===== src/rtl/timer_apb_slave.sv =====
// APB3 register file for the 8-bit timer: TDR/TCR/TSR/TCNT/TIER decode,
// timer control outputs and sticky overflow/underflow status with interrupt.
//   state  | meaning
//   IDLE   | no transfer; a setup phase seen here starts one
//   ACCESS | transfer in progress, counting wait cycles until pready
module timer_apb_slave #(
    parameter int         WAIT_STATES = 0,
    parameter logic [7:0] TDR_RST     = 8'h00
) (
    input  logic       pclk,
    input  logic       presetn,
    input  logic       psel,
    input  logic       penable,
    input  logic       pwrite,
    input  logic [7:0] paddr,
    input  logic [7:0] pwdata,
    output logic [7:0] prdata,
    output logic       pready,
    output logic       pslverr,
    output logic [7:0] tdr,
    output logic       load,
    output logic       dw,
    output logic       en,
    output logic [1:0] clk_sel,
    input  logic [7:0] cnt,
    input  logic       ovf_evt,
    input  logic       udf_evt,
    output logic       irq
);

    localparam logic [2:0] WS = 3'(WAIT_STATES);

    typedef enum logic {IDLE, ACCESS} state_t;

    state_t     state;
    logic [2:0] wcnt;
    logic [2:0] wcnt_inc;
    logic [7:0] tcr;
    logic [1:0] tsr;
    logic [1:0] tier;
    logic       setup_seen;
    logic       resp_err;
    logic [7:0] rd_mux;
    logic [7:0] resp_data;
    logic       commit;

    assign setup_seen = psel & ~penable;
    assign wcnt_inc   = wcnt + 3'd1;

    always_comb begin
        resp_err = (paddr > 8'h04) || (pwrite && (paddr == 8'h03));
        rd_mux   = 8'h00;
        case (paddr)
            8'h00:   rd_mux = tdr;
            8'h01:   rd_mux = tcr;
            8'h02:   rd_mux = {6'b0, tsr};
            8'h03:   rd_mux = cnt;
            8'h04:   rd_mux = {6'b0, tier};
            default: rd_mux = 8'h00;
        endcase
        resp_data = (pwrite || resp_err) ? 8'h00 : rd_mux;
    end

    // Response is loaded on the edge entering the pready cycle, so TCNT is sampled there.
    always_ff @(posedge pclk or negedge presetn) begin
        if (!presetn) begin
            state   <= IDLE;
            wcnt    <= 3'd0;
            pready  <= 1'b0;
            pslverr <= 1'b0;
            prdata  <= 8'h00;
        end else begin
            case (state)
                IDLE: begin
                    pready  <= 1'b0;
                    pslverr <= 1'b0;
                    prdata  <= 8'h00;
                    wcnt    <= 3'd0;
                    if (setup_seen) begin
                        state <= ACCESS;
                        if (WS == 3'd0) begin
                            pready  <= 1'b1;
                            pslverr <= resp_err;
                            prdata  <= resp_data;
                        end
                    end
                end
                ACCESS: begin
                    if (pready || !psel) begin
                        state   <= IDLE;
                        wcnt    <= 3'd0;
                        pready  <= 1'b0;
                        pslverr <= 1'b0;
                        prdata  <= 8'h00;
                    end else begin
                        wcnt <= wcnt_inc;
                        if (wcnt_inc == WS) begin
                            pready  <= 1'b1;
                            pslverr <= resp_err;
                            prdata  <= resp_data;
                        end
                    end
                end
                default: state <= IDLE;
            endcase
        end
    end

    assign commit = pready & pwrite & ~pslverr;

    // Event pulses OR in after the clear so a same-edge event always survives.
    always_ff @(posedge pclk or negedge presetn) begin
        if (!presetn) begin
            tdr  <= TDR_RST;
            tcr  <= 8'h00;
            tsr  <= 2'b00;
            tier <= 2'b00;
        end else begin
            if (commit && paddr == 8'h00) tdr  <= pwdata;
            if (commit && paddr == 8'h01) tcr  <= pwdata & 8'hB3;
            if (commit && paddr == 8'h04) tier <= pwdata[1:0];
            tsr <= ((commit && paddr == 8'h02) ? (tsr & pwdata[1:0]) : tsr)
                   | {udf_evt, ovf_evt};
        end
    end

    assign load    = tcr[7];
    assign dw      = tcr[5];
    assign en      = tcr[4];
    assign clk_sel = tcr[1:0];
    assign irq     = |(tsr & tier);

endmodule


===== config.mk =====
export PLATFORM = sky130hd
export DESIGN_NAME = timer_apb_slave
export DESIGN_NICKNAME = d
export VERILOG_FILES = /design/src/rtl/timer_apb_slave.sv
export SDC_FILE = /design/constraint.sdc
export NUM_CORES = 1
export LEC_CHECK = 0
export ABC_AREA = 0
export CORE_ASPECT_RATIO = 1.75
export CORE_MARGIN = 1.5
export CORE_UTILIZATION = 40
export CTS_BUF_LIST = sky130_fd_sc_hd__clkbuf_16
export DETAILED_ROUTE_END_ITERATION = 7
export PLACE_DENSITY_LB_ADDON = 0.08
export SLEW_MARGIN = 20
export SYNTH_ARGS = -nofsm -noshare
export SYNTH_HDL_FRONTEND = slang
export SYNTH_SLANG_ARGS = --single-unit

===== constraint.sdc =====
create_clock -name pclk -period 1.6 [get_ports pclk]
set_input_delay 0.32 -clock pclk [delete_from_list [all_inputs] [get_ports pclk]]
set_output_delay 0.32 -clock pclk [all_outputs]
set_load 0.05 [all_outputs]

**Word-level counts from Yosys, hierarchy flattened**

Index checks and enable logic that the tools add are counted.

- Bitwise operators: 9
- Reduce and logical (&&, ||, !) cells: 12
- $lt $le $gt $ge: 1
- Equality and inequality tests: 5
- Mux-type cells: 19
- $add $sub $neg: 1

Operator list:

| operator | count |
|---|---|
| $pmux W8 S5 | 1 |
| $mux W8 | 4 |
| $eq A8 B2 Y1 const B | 2 |
| $pmux W8 S2 | 1 |
| $eq A8 B1 Y1 const B | 1 |
| $eq A8 B3 Y1 const B | 1 |
| $gt A8 B3 Y1 const B | 1 |
| $logic_not A8 Y1 | 1 |
| $mux W1 | 7 |
| $pmux W1 S2 | 3 |
| $pmux W3 S2 | 1 |
| $logic_and A1 B1 Y1 | 5 |
| $and A2 B2 Y2 | 2 |
| $add A3 B1 Y3 const B | 1 |
| $and A1 B1 Y1 | 3 |
| $logic_not A3 Y1 | 1 |
| $logic_or A1 B1 Y1 | 3 |
| $mux W3 | 1 |
| $ne A3 B1 Y1 const B | 1 |
| $not A1 Y1 | 3 |
| $mux W2 | 1 |
| $or A2 B2 Y2 | 1 |
| $reduce_or A2 Y1 | 1 |
| $logic_not A1 Y1 | 1 |

- Logic and storage cells: 56
- Output and inout bits: 24
- Register bits after elaboration: 31
- Input port bits: 31

**Longest topological paths before layout**

Gate-level depths: netlist of the first run.

- Depth after elaboration: 8
- Gate-level depth with buffers: 6
- Gate-level depth less buffers: 5

**Worst setup path before layout of the first run**

OpenSTA, ideal clock, no wires.

- Path type: input to register
- From: input port paddr[4]
- To: register tdr[0]
- Arrival time: 2.030 ns
- Setup time: 0.125 ns
- Buffers on the path: 1
- Stages: 5
- Data required time: 1.475 ns
- Slack: -0.555 ns
- Path through: or4_4 > or3_1 > or4_1 > buf_6 > mux2_4

- Word-level cells in the longest chain between the ends: 2

RTL lines:

| element | RTL line | RTL |
|---|---|---|
| start: declaration | 15 | `input logic [7:0] paddr,` |
| $logic_not A8 Y1 | 119 | `if (commit && paddr == 8'h00) tdr <= pwdata;` |
| $logic_and A1 B1 Y1 | 119 |  |
| end signal: assignment | 119 |  |
| end: declaration | 20 | `output logic [7:0] tdr,` |

No other way between the ends.
A chain may end at the register's enable or synchronous reset.

**Worst setup path after layout of the first run**

- From: input port paddr[6]
- To: register tdr[2]

Same word-level chain as after synthesis.

==> reports/results.env, run 1 <==
POST_SYNTH_NUM_CELL_TYPES=33
SLEW_HEADROOM=0.734
FINAL_HOLD_VIOL_COUNT=0
CRIT_CHAIN='buf_6, or4_4, or3_4, or4_4, buf_12, mux2_4'
SYNTH_WARNINGS=0
SEQUENTIAL_FRACTION_OF_DESIGN_POWER=0.408
PLACE_AREA_UM2=2340
LAYOUT.CELLS.MOST_COMMON='sky130_fd_sc_hd__buf_4'
TIGHTEST_SLEW_NS=0.399
POST_DRT_WL_PER_CELL_UM=16.7
SLOWEST_STAGE='sky130_fd_sc_hd__or4_4'
GRT_PASS1_VIAS=1470
FIN_WORST_SKEW_NS=0.00475
PEAKVDDDROP_mV=0.767
PIN_COUNT_OF_THE_BIGGEST_NET_ENTERING_GLOBAL_ROUTING=32
HTREEDEPTH=2
MULTIINPUTGATEAREA_UM2=795
DETAILED_PLACEMENT_WIRELENGTH_ESTIMATE_MM=2.91
FP.DIEAREA_UM2=4140
FLOORPLAN.INITIALDENSITY=0.418
HOLD_BUF_CTS=0
DRIVE_GT1_FRAC=0.439
CRITPATHKIND='input port to flop'
FLOORPLAN.IO_PINS=55
CRIT_PATH_END_KIND='flop'
POWER_DENSITY_nW_PER_UM2=763
TOTAL_POWER_mW=1.99
FMAX_GHz=0.494
CTS_MADE_BUFFERS=5
SWITCHING_SHARE=0.233
DETAIL_ROUTE.WIRELENGTH_MM=4.20
MAX_CAP_VIOLATIONS=0
HOLDCRITPATHCLASS='input port to async pin'
NUMBER_OF_INSTANCES_IN_THE_SYNTHESIZED_NETLIST=125
DR_ITER_0_VIOLS=24
SYN_AVG_CELL_AREA_UM2=12.0
POST-ROUTE-MIN-PERIOD_NS=2.02
SYNTH.YOSYS.SEQ_AREA_SHARE=0.517
VIAS=1327
DIE-HEIGHT_UM=84.1
TOTAL_SWITCHING_POWER_mW=0.462
FINALWEIGHTEDCONGESTION=0.873
DIE_WIDTH_UM=49.3
POST_DRT_VIA_CELL_RATIO=5.29
SYNTH_AREA_UM2=1500
CRITPATHARRIVALTIME_NS=2.18
N_FILL_CELL=259
GLOBALROUTETOTALUTIL=0.218
ROWS=29
WORST-PATH-BUF-INV=2
COMBPWRFRAC=0.154
GRT_PASS1_WL_MM=6.87
FINAL_CELL_MIX='35 x sky130_fd_sc_hd__buf_4, 31 x sky130_fd_sc_hd__dfrtp_1, 26 x sky130_fd_sc_hd__clkdlybuf4s50_1, 13 x sky130_fd_sc_hd__buf_12, 10 x sky130_fd_sc_hd__a22o_1'
DRTANTENNAVIOLNETS=0
YOSYS_REGISTER_BITS=31
IO_BUFFER_COUNT=54
WORST_SETUP_HOLD_PATH_CLK_SLEW_NS=0.05
REQUIRED_TIME_REPORTED_FOR_THE_CRITICAL_PATH_ENDPOINT_NS=1.75
CLK_LATENCY_NS=0.27
FINALSETUPVIOLATIONS=22
NUMBER_OF_ANTENNA_VIOLATIONS_AT_THE_FIRST_CHECK_IN_GLOBAL_ROUTING=0
POST_ROUTE_FRACTION_OF_THE_PERIOD_CONSUMED_BY_THE_CRITICAL_PATH=1.26
ANTENNADIODECOUNT=0
SETUP.WORST_PATH.START_CLASS='input port'
TRITONCTS_CLOCK_TREE='done'
POST-ROUTE-DRC-COUNT=0
FIN_NETS=237
POWER.LEAKAGE_nW=1.25
CP_COMMON_CELL='sky130_fd_sc_hd__or4_4'
STATUS='complete, but fails checks'
RSZ0062_AT_GRT='true'
FP.COREAREA_UM2=3590
TIMING.CRITICAL_PATH.SLOWEST_CELL_DELAY_NS=0.52
MAXIMUM_CLOCK_PATH_BUFFER_COUNT=2
FINISH.INSTANCE_AREA_UM2=2610
DP_SLACK_NS=-1.04
DR.PASS1.ITERS=4
CRITICAL_PATH.TOP_DELAY_FAMILY='simple AND/OR/NAND/NOR gates'
FAILED_CHECKS='negative setup slack'
POWER.SHARE.CLOCK=0.438
SEQ_AREA_UM2=776
NUMCLOCKSINKS=31
SYNTH.NET_COUNT=158
FINALWORSTSETUPSLACK_NS=-0.423
TIMING.CRITICAL_PATH.FANOUT_MAX=8
AREAGROWTHSYNTHTOFINISH_PCT=73.5
CTS_ROOT_BUFFER='sky130_fd_sc_hd__clkbuf_16'
CELL_INTERNAL_PWR_mW=1.52
GRT_OVERFLOW_TOTAL=0
SLEW_VIOL_FINAL=0
## per-layer routing
layer  share of wire  track usage
met2            0.59        0.416
met3           0.042       0.0448
met1            0.34        0.214
met5               0            0
met4           0.024        0.101
## cell families after synthesis
group / Yosys count / share of synthesized area
and+or+nand+nor: 34 / 0.122
AOI/OAI and AO/OA: 25 / 0.125
adders and majority gates: 2 / 0.0167
xor gates and xnor gates: 1 / 0.00583
DFF: 31 / 0.517
buffers and inverters: 9 / 0.0275
muxes: 23 / 0.187
## per-stage QoR
step                      hold WS [ns]  instances  setup TNS, ns   util
after floorplan                 0.0244        125          -6.67      -
after global placement           0.444        241         -19.91  0.652
after detailed placement         0.469        241         -19.94  0.652
after CTS                        0.464        250          -6.00  0.709
after global routing             0.493        251          -6.10  0.725
final                            0.444        251          -5.39  0.725
## power groups by stage
| stage | Combinational (mW) | Sequential [mW] | Clock, mW |
|---|---|---|---|
| after floorplan | 0.0710 | 0.853 | 0 |
| after global placement | 0.285 | 0.822 | 0 |
| after detailed placement | 0.290 | 0.823 | 0 |
| after CTS | 0.298 | 0.811 | 0.887 |
| after global routing | 0.325 | 0.812 | 0.926 |
| final | 0.305 | 0.811 | 0.871 |
## flip-flops by register name (all words and copies together), names as in the netlist
name     flops
tier         2
pready       1
tdr          8
wcnt         3
tcr          5
state        1
prdata       8
pslverr      1
tsr          2
## cells in the mapped netlist
library cell               count  area (um^2)
sky130_fd_sc_hd__a21o_1        2         15.0
sky130_fd_sc_hd__a21oi_1       2         10.0
sky130_fd_sc_hd__a221oi_1      1         8.76
sky130_fd_sc_hd__a22o_1       10         87.6
sky130_fd_sc_hd__a22oi_1       1         7.51
sky130_fd_sc_hd__and2_0        1         6.26
sky130_fd_sc_hd__buf_6         1         11.3
sky130_fd_sc_hd__clkbuf_1      6         22.5
sky130_fd_sc_hd__dfrtp_1      31          776
sky130_fd_sc_hd__ha_1          2         25.0
sky130_fd_sc_hd__inv_1         2         7.51
sky130_fd_sc_hd__mux2_2        8         90.1
sky130_fd_sc_hd__mux2_4        8          120
sky130_fd_sc_hd__mux2i_1       7         70.1
sky130_fd_sc_hd__nand2_1       9         33.8
sky130_fd_sc_hd__nand2b_1      3         18.8
sky130_fd_sc_hd__nand3_1       1         5.00
sky130_fd_sc_hd__nand3b_1      2         15.0
sky130_fd_sc_hd__nand4b_1      1         8.76
sky130_fd_sc_hd__nor2_1        8         30.0
sky130_fd_sc_hd__nor3_1        1         5.00
sky130_fd_sc_hd__nor3b_1       2         15.0
sky130_fd_sc_hd__nor4_1        1         6.26
sky130_fd_sc_hd__o21a_1        1         7.51
sky130_fd_sc_hd__o21ai_0       5         25.0
sky130_fd_sc_hd__o32ai_1       1         8.76
sky130_fd_sc_hd__o41ai_1       2         17.5
sky130_fd_sc_hd__or2_2         1         6.26
sky130_fd_sc_hd__or3_1         1         6.26
sky130_fd_sc_hd__or3_2         1         7.51
sky130_fd_sc_hd__or4_1         1         7.51
sky130_fd_sc_hd__or4_4         1         11.3
sky130_fd_sc_hd__xnor2_1       1         8.76
## worst reg2reg max path: cells and delay by family, from the launching register on
kind | cells | cell delay (ns)
muxes | 1 | 0.30
DFF | 1 | 0.37
buffers and inverters | 1 | 0.17
and+or+nand+nor | 2 | 0.74
## repair_timing
item / 4_1_cts / 5_1_grt
buffers inserted: 1 / 1
resized for setup: 29 / 9
setup endpoints to repair: 26 / 26
pin swaps: 9 / 6
## worst paths after layout
kind                       cells after the start                start                  end  slack, ns
min                                            2              presetn  pslverr$_DFFE_PN0P_       0.44
max in group asynchronous                      2              presetn   tdr[3]$_DFFE_PN0P_       0.86
max                                            6             paddr[6]   tdr[2]$_DFFE_PN0P_      -0.42
max reg2reg                                    4  pslverr$_DFFE_PN0P_   tdr[2]$_DFFE_PN0P_      -0.09
min reg2reg                                    1    wcnt[0]$_DFF_PN0_    wcnt[0]$_DFF_PN0_       0.48
min in group pclk                              1    wcnt[0]$_DFF_PN0_    wcnt[0]$_DFF_PN0_       0.48
## layout make-up
type | count | area share
inverter | 2 | 0.00288
tap | 46 | 0.0221
multi-input combinational | 85 | 0.305
clock inverter | 3 | 0.00480
clock buffer | 5 | 0.0480
timing repair buffer | 79 | 0.319
sequential | 31 | 0.298
Note: power is estimated with default switching activity, not from simulation.
==> run 2: changes to the inputs <==
--- a/config.mk
+++ b/config.mk
@@ -8,5 +8,4 @@
 export ABC_AREA = 0
 export CORE_ASPECT_RATIO = 1.75
-export CORE_MARGIN = 1.5
 export CORE_UTILIZATION = 40
 export CTS_BUF_LIST = sky130_fd_sc_hd__clkbuf_16
==> constraint.sdc (replaced) <==
create_clock -name pclk -period 1.6 [get_ports pclk]
set_input_delay 0.32 -clock pclk [delete_from_list [all_inputs] [get_ports pclk]]
set_output_delay 0.32 -clock pclk [all_outputs]
set_load 0.005 [all_outputs]
==> reports/results.env, run 2 (synthesis results as in run 1) <==
CTS_MADE_BUFFERS=5  # unchanged
CRIT_PATH_END_KIND='flop'  # unchanged
CRITICAL_PATH.TOP_DELAY_FAMILY='simple AND/OR/NAND/NOR gates'  # unchanged
VIAS=1304  # was 1327
FAILED_CHECKS='negative setup slack'  # unchanged
WORST_SETUP_HOLD_PATH_CLK_SLEW_NS=0.05  # about the same
POST-ROUTE-DRC-COUNT=0  # unchanged
FIN_NETS=241  # was 237
UTILIZATION=0.722  # was 0.725
WORST-R2R-CELL-COUNT=3  # was 4
CP.DEPTH=5  # was 6
NUMBER_OF_ANTENNA_VIOLATIONS_AT_THE_FIRST_CHECK_IN_GLOBAL_ROUTING=0  # unchanged
AREAGROWTHSYNTHTOFINISH_PCT=72.8  # was 73.5%
DRIVE_GT1_FRAC=0.344  # was 0.439
DR.PASS1.ITERS=4  # unchanged
SLOWEST_STAGE='sky130_fd_sc_hd__or4_4'  # unchanged
DETAIL_ROUTE.WIRELENGTH_MM=4.14  # was 4.20 mm
WORST-PATH-BUF-INV=1  # was 2
HOLDWS_NS=0.441  # was 0.444 ns
DP_SLACK_NS=-1.02  # was -1.04 ns
FINISH.INSTANCE_AREA_UM2=2590  # was 2610 um^2
FMAX_GHz=0.502  # was 0.494 GHz
FP.DIEAREA_UM2=4010  # was 4140 um^2
POST_DRT_VIA_CELL_RATIO=5.11  # was 5.29
HOLDCRITPATHCLASS='input port to async pin'  # unchanged
ROWS=29  # unchanged
LAYOUT.CELLS.MOST_COMMON='sky130_fd_sc_hd__clkdlybuf4s50_1'  # was sky130_fd_sc_hd__buf_4
FINAL_HOLD_VIOL_COUNT=0  # unchanged
FLOORPLAN.INITIALDENSITY=0.418  # unchanged
POST-ROUTE-MIN-PERIOD_NS=1.99  # was 2.02 ns
SLEW_HEADROOM=0.734  # about the same
FLOORPLAN.IO_PINS=55  # unchanged
HOLD_BUF_CTS=0  # unchanged
DRTANTENNAVIOLNETS=0  # unchanged
CRIT_CHAIN='buf_6, or4_4, or3_4, or4_4, mux2_4'  # was buf_6, or4_4, or3_4, or4_4, buf_12, mux2_4
FINALSETUPVIOLATIONS=22  # unchanged
TRITONCTS_CLOCK_TREE='done'  # unchanged
MAXIMUM_CLOCK_PATH_BUFFER_COUNT=2  # unchanged
RSZ0062_AT_GRT='true'  # unchanged
MAX_CAP_VIOLATIONS=0  # unchanged
TOTAL_POWER_mW=2.12  # was 1.99 mW
CRITPATHARRIVALTIME_NS=2.15  # was 2.18 ns
FP.COREAREA_UM2=3590  # unchanged
DETAILED_PLACEMENT_WIRELENGTH_ESTIMATE_MM=2.90  # was 2.91 mm
POST_DRT_WL_PER_CELL_UM=16.3  # was 16.7 um
CRITPATHKIND='input port to flop'  # unchanged
DR_ITER_0_VIOLS=24  # unchanged
POWER.LEAKAGE_nW=1.21  # was 1.25 nW
MET3_USAGE=0.0604  # was 0.0448
GRT.MET1_USAGE=0.226  # was 0.214
CP_COMMON_CELL='sky130_fd_sc_hd__or4_4'  # unchanged
DIE-HEIGHT_UM=83.1  # was 84.1 um
NUMCLOCKSINKS=31  # unchanged
SLEW_VIOL_FINAL=0  # unchanged
PEAKVDDDROP_mV=0.904  # was 0.767 mV
FINALWEIGHTEDCONGESTION=0.865  # was 0.873
GLOBALROUTETOTALUTIL=0.221  # was 0.218
TIGHTEST_SLEW_NS=0.399  # about the same
CTS_ROOT_BUFFER='sky130_fd_sc_hd__clkbuf_16'  # unchanged
DIE_WIDTH_UM=48.3  # was 49.3 um
STATUS='complete, but fails checks'  # unchanged
SETUP.WORST_PATH.START_CLASS='input port'  # unchanged
POWER_DENSITY_nW_PER_UM2=818  # was 763 nW/um^2
LARGEST_REGISTERS='prdata x8, tdr x8, tcr x5'  # unchanged
TIMING.CRITICAL_PATH.FANOUT_MAX=8  # unchanged
GRT_OVERFLOW_TOTAL=0  # unchanged
GRT_PASS1_VIAS=1468  # was 1470
RR_STARTPOINT='pslverr$_DFFE_PN0P_'  # unchanged
N_FILL_CELL=256  # was 259
GLOBALROUTEMET2UTIL=0.401  # was 0.416
PLACE_AREA_UM2=2250  # was 2340 um^2
REQUIRED_TIME_REPORTED_FOR_THE_CRITICAL_PATH_ENDPOINT_NS=1.76  # was 1.75 ns
FINAL_CELL_MIX='48 x sky130_fd_sc_hd__clkdlybuf4s50_1, 31 x sky130_fd_sc_hd__dfrtp_1, 26 x sky130_fd_sc_hd__buf_4, 10 x sky130_fd_sc_hd__a22o_1, 9 x sky130_fd_sc_hd__mux2_4'  # was 35 x sky130_fd_sc_hd__buf_4, 31 x sky130_fd_sc_hd__dfrtp_1, 26 x sky130_fd_sc_hd__clkdlybuf4s50_1, 13 x sky130_fd_sc_hd__buf_12, 10 x sky130_fd_sc_hd__a22o_1
STARTPOINT_OF_THE_WORST_SETUP_TIMING_PATH='paddr[7]'  # was paddr[6]
HTREEDEPTH=2  # unchanged
PIN_COUNT_OF_THE_BIGGEST_NET_ENTERING_GLOBAL_ROUTING=32  # unchanged
ANTENNADIODECOUNT=0  # unchanged
IO_BUFFER_COUNT=54  # unchanged
FIN_WORST_SKEW_NS=0.00416  # was 0.00475 ns
GRT_MOST_USED_LAYER='met2'  # unchanged
CLK_LATENCY_NS=0.28  # was 0.27 ns
FINALWORSTSETUPSLACK_NS=-0.392  # was -0.423 ns
TIMING.CRITICAL_PATH.SLOWEST_CELL_DELAY_NS=0.53  # was 0.52 ns
POST_ROUTE_FRACTION_OF_THE_PERIOD_CONSUMED_BY_THE_CRITICAL_PATH=1.24  # was 1.26
GRT_PASS1_WL_MM=6.66  # was 6.87 mm
[run 2: changes by cell type in the layout (fill, tap and decap cells not counted), sizes merged]
cell,previous run,this run
buf,52,32
bufinv,0,1
clkdlybuf4s50,26,48
clkinv,1,2
dlygate4sd2,0,1
dlymetal6s2s,0,1
inv,4,2
[run 2: final cells by class]
cell class	count	area [um^2]	area share
inverter	2	7.51	0.00289
multi-input combinational	85	827	0.319
clock buffer	5	125	0.0482
sequential	31	776	0.299
clock inverter	3	38.8	0.0150
timing repair buffer	83	762	0.294
tap	46	57.6	0.0222
[run 2: worst paths after layout]
path                                         end  slack (ns)
setup reg to reg              tdr[5]$_DFFE_PN0P_       -0.06
min in group pclk          prdata[1]$_DFFE_PN0P_        0.49
max in group asynchronous     tdr[3]$_DFFE_PN0P_        0.86
hold / removal                pready$_DFFE_PN0P_        0.44
hold reg to reg            prdata[1]$_DFFE_PN0P_        0.49
setup / recovery              tdr[5]$_DFFE_PN0P_       -0.39
[run 2: metrics by stage]
stage | instances | setup TNS [ns]
after floorplan | 125 | -6.67
final | 255 | -5.28
after global placement | 241 | -19.71
after detailed placement | 241 | -19.86
after CTS | 252 | -5.85
after global routing | 255 | -5.81
[run 2: what timing repair did]
item | CTS | global route
resized for setup | 28 | 16
setup buffers | 3 | 4
pin swaps | 8 | 11
endpoints found under the setup margin | 27 | 26
[run 2: report_power, final]
part / switching [mW] / leakage (nW) / total [mW] / internal [mW]
combinational: 0.104 / 0.714 / 0.256 / 0.152
clock: 0.330 / 0.0812 / 1.05 / 0.724
sequential: 0.0107 / 0.418 / 0.809 / 0.799
[run 2: metal layers]
layer	up-vias	routed length (um)
met5	-	0
li1	623	-
met4	0	93
met3	8	149
met2	32	2400
met1	641	1500
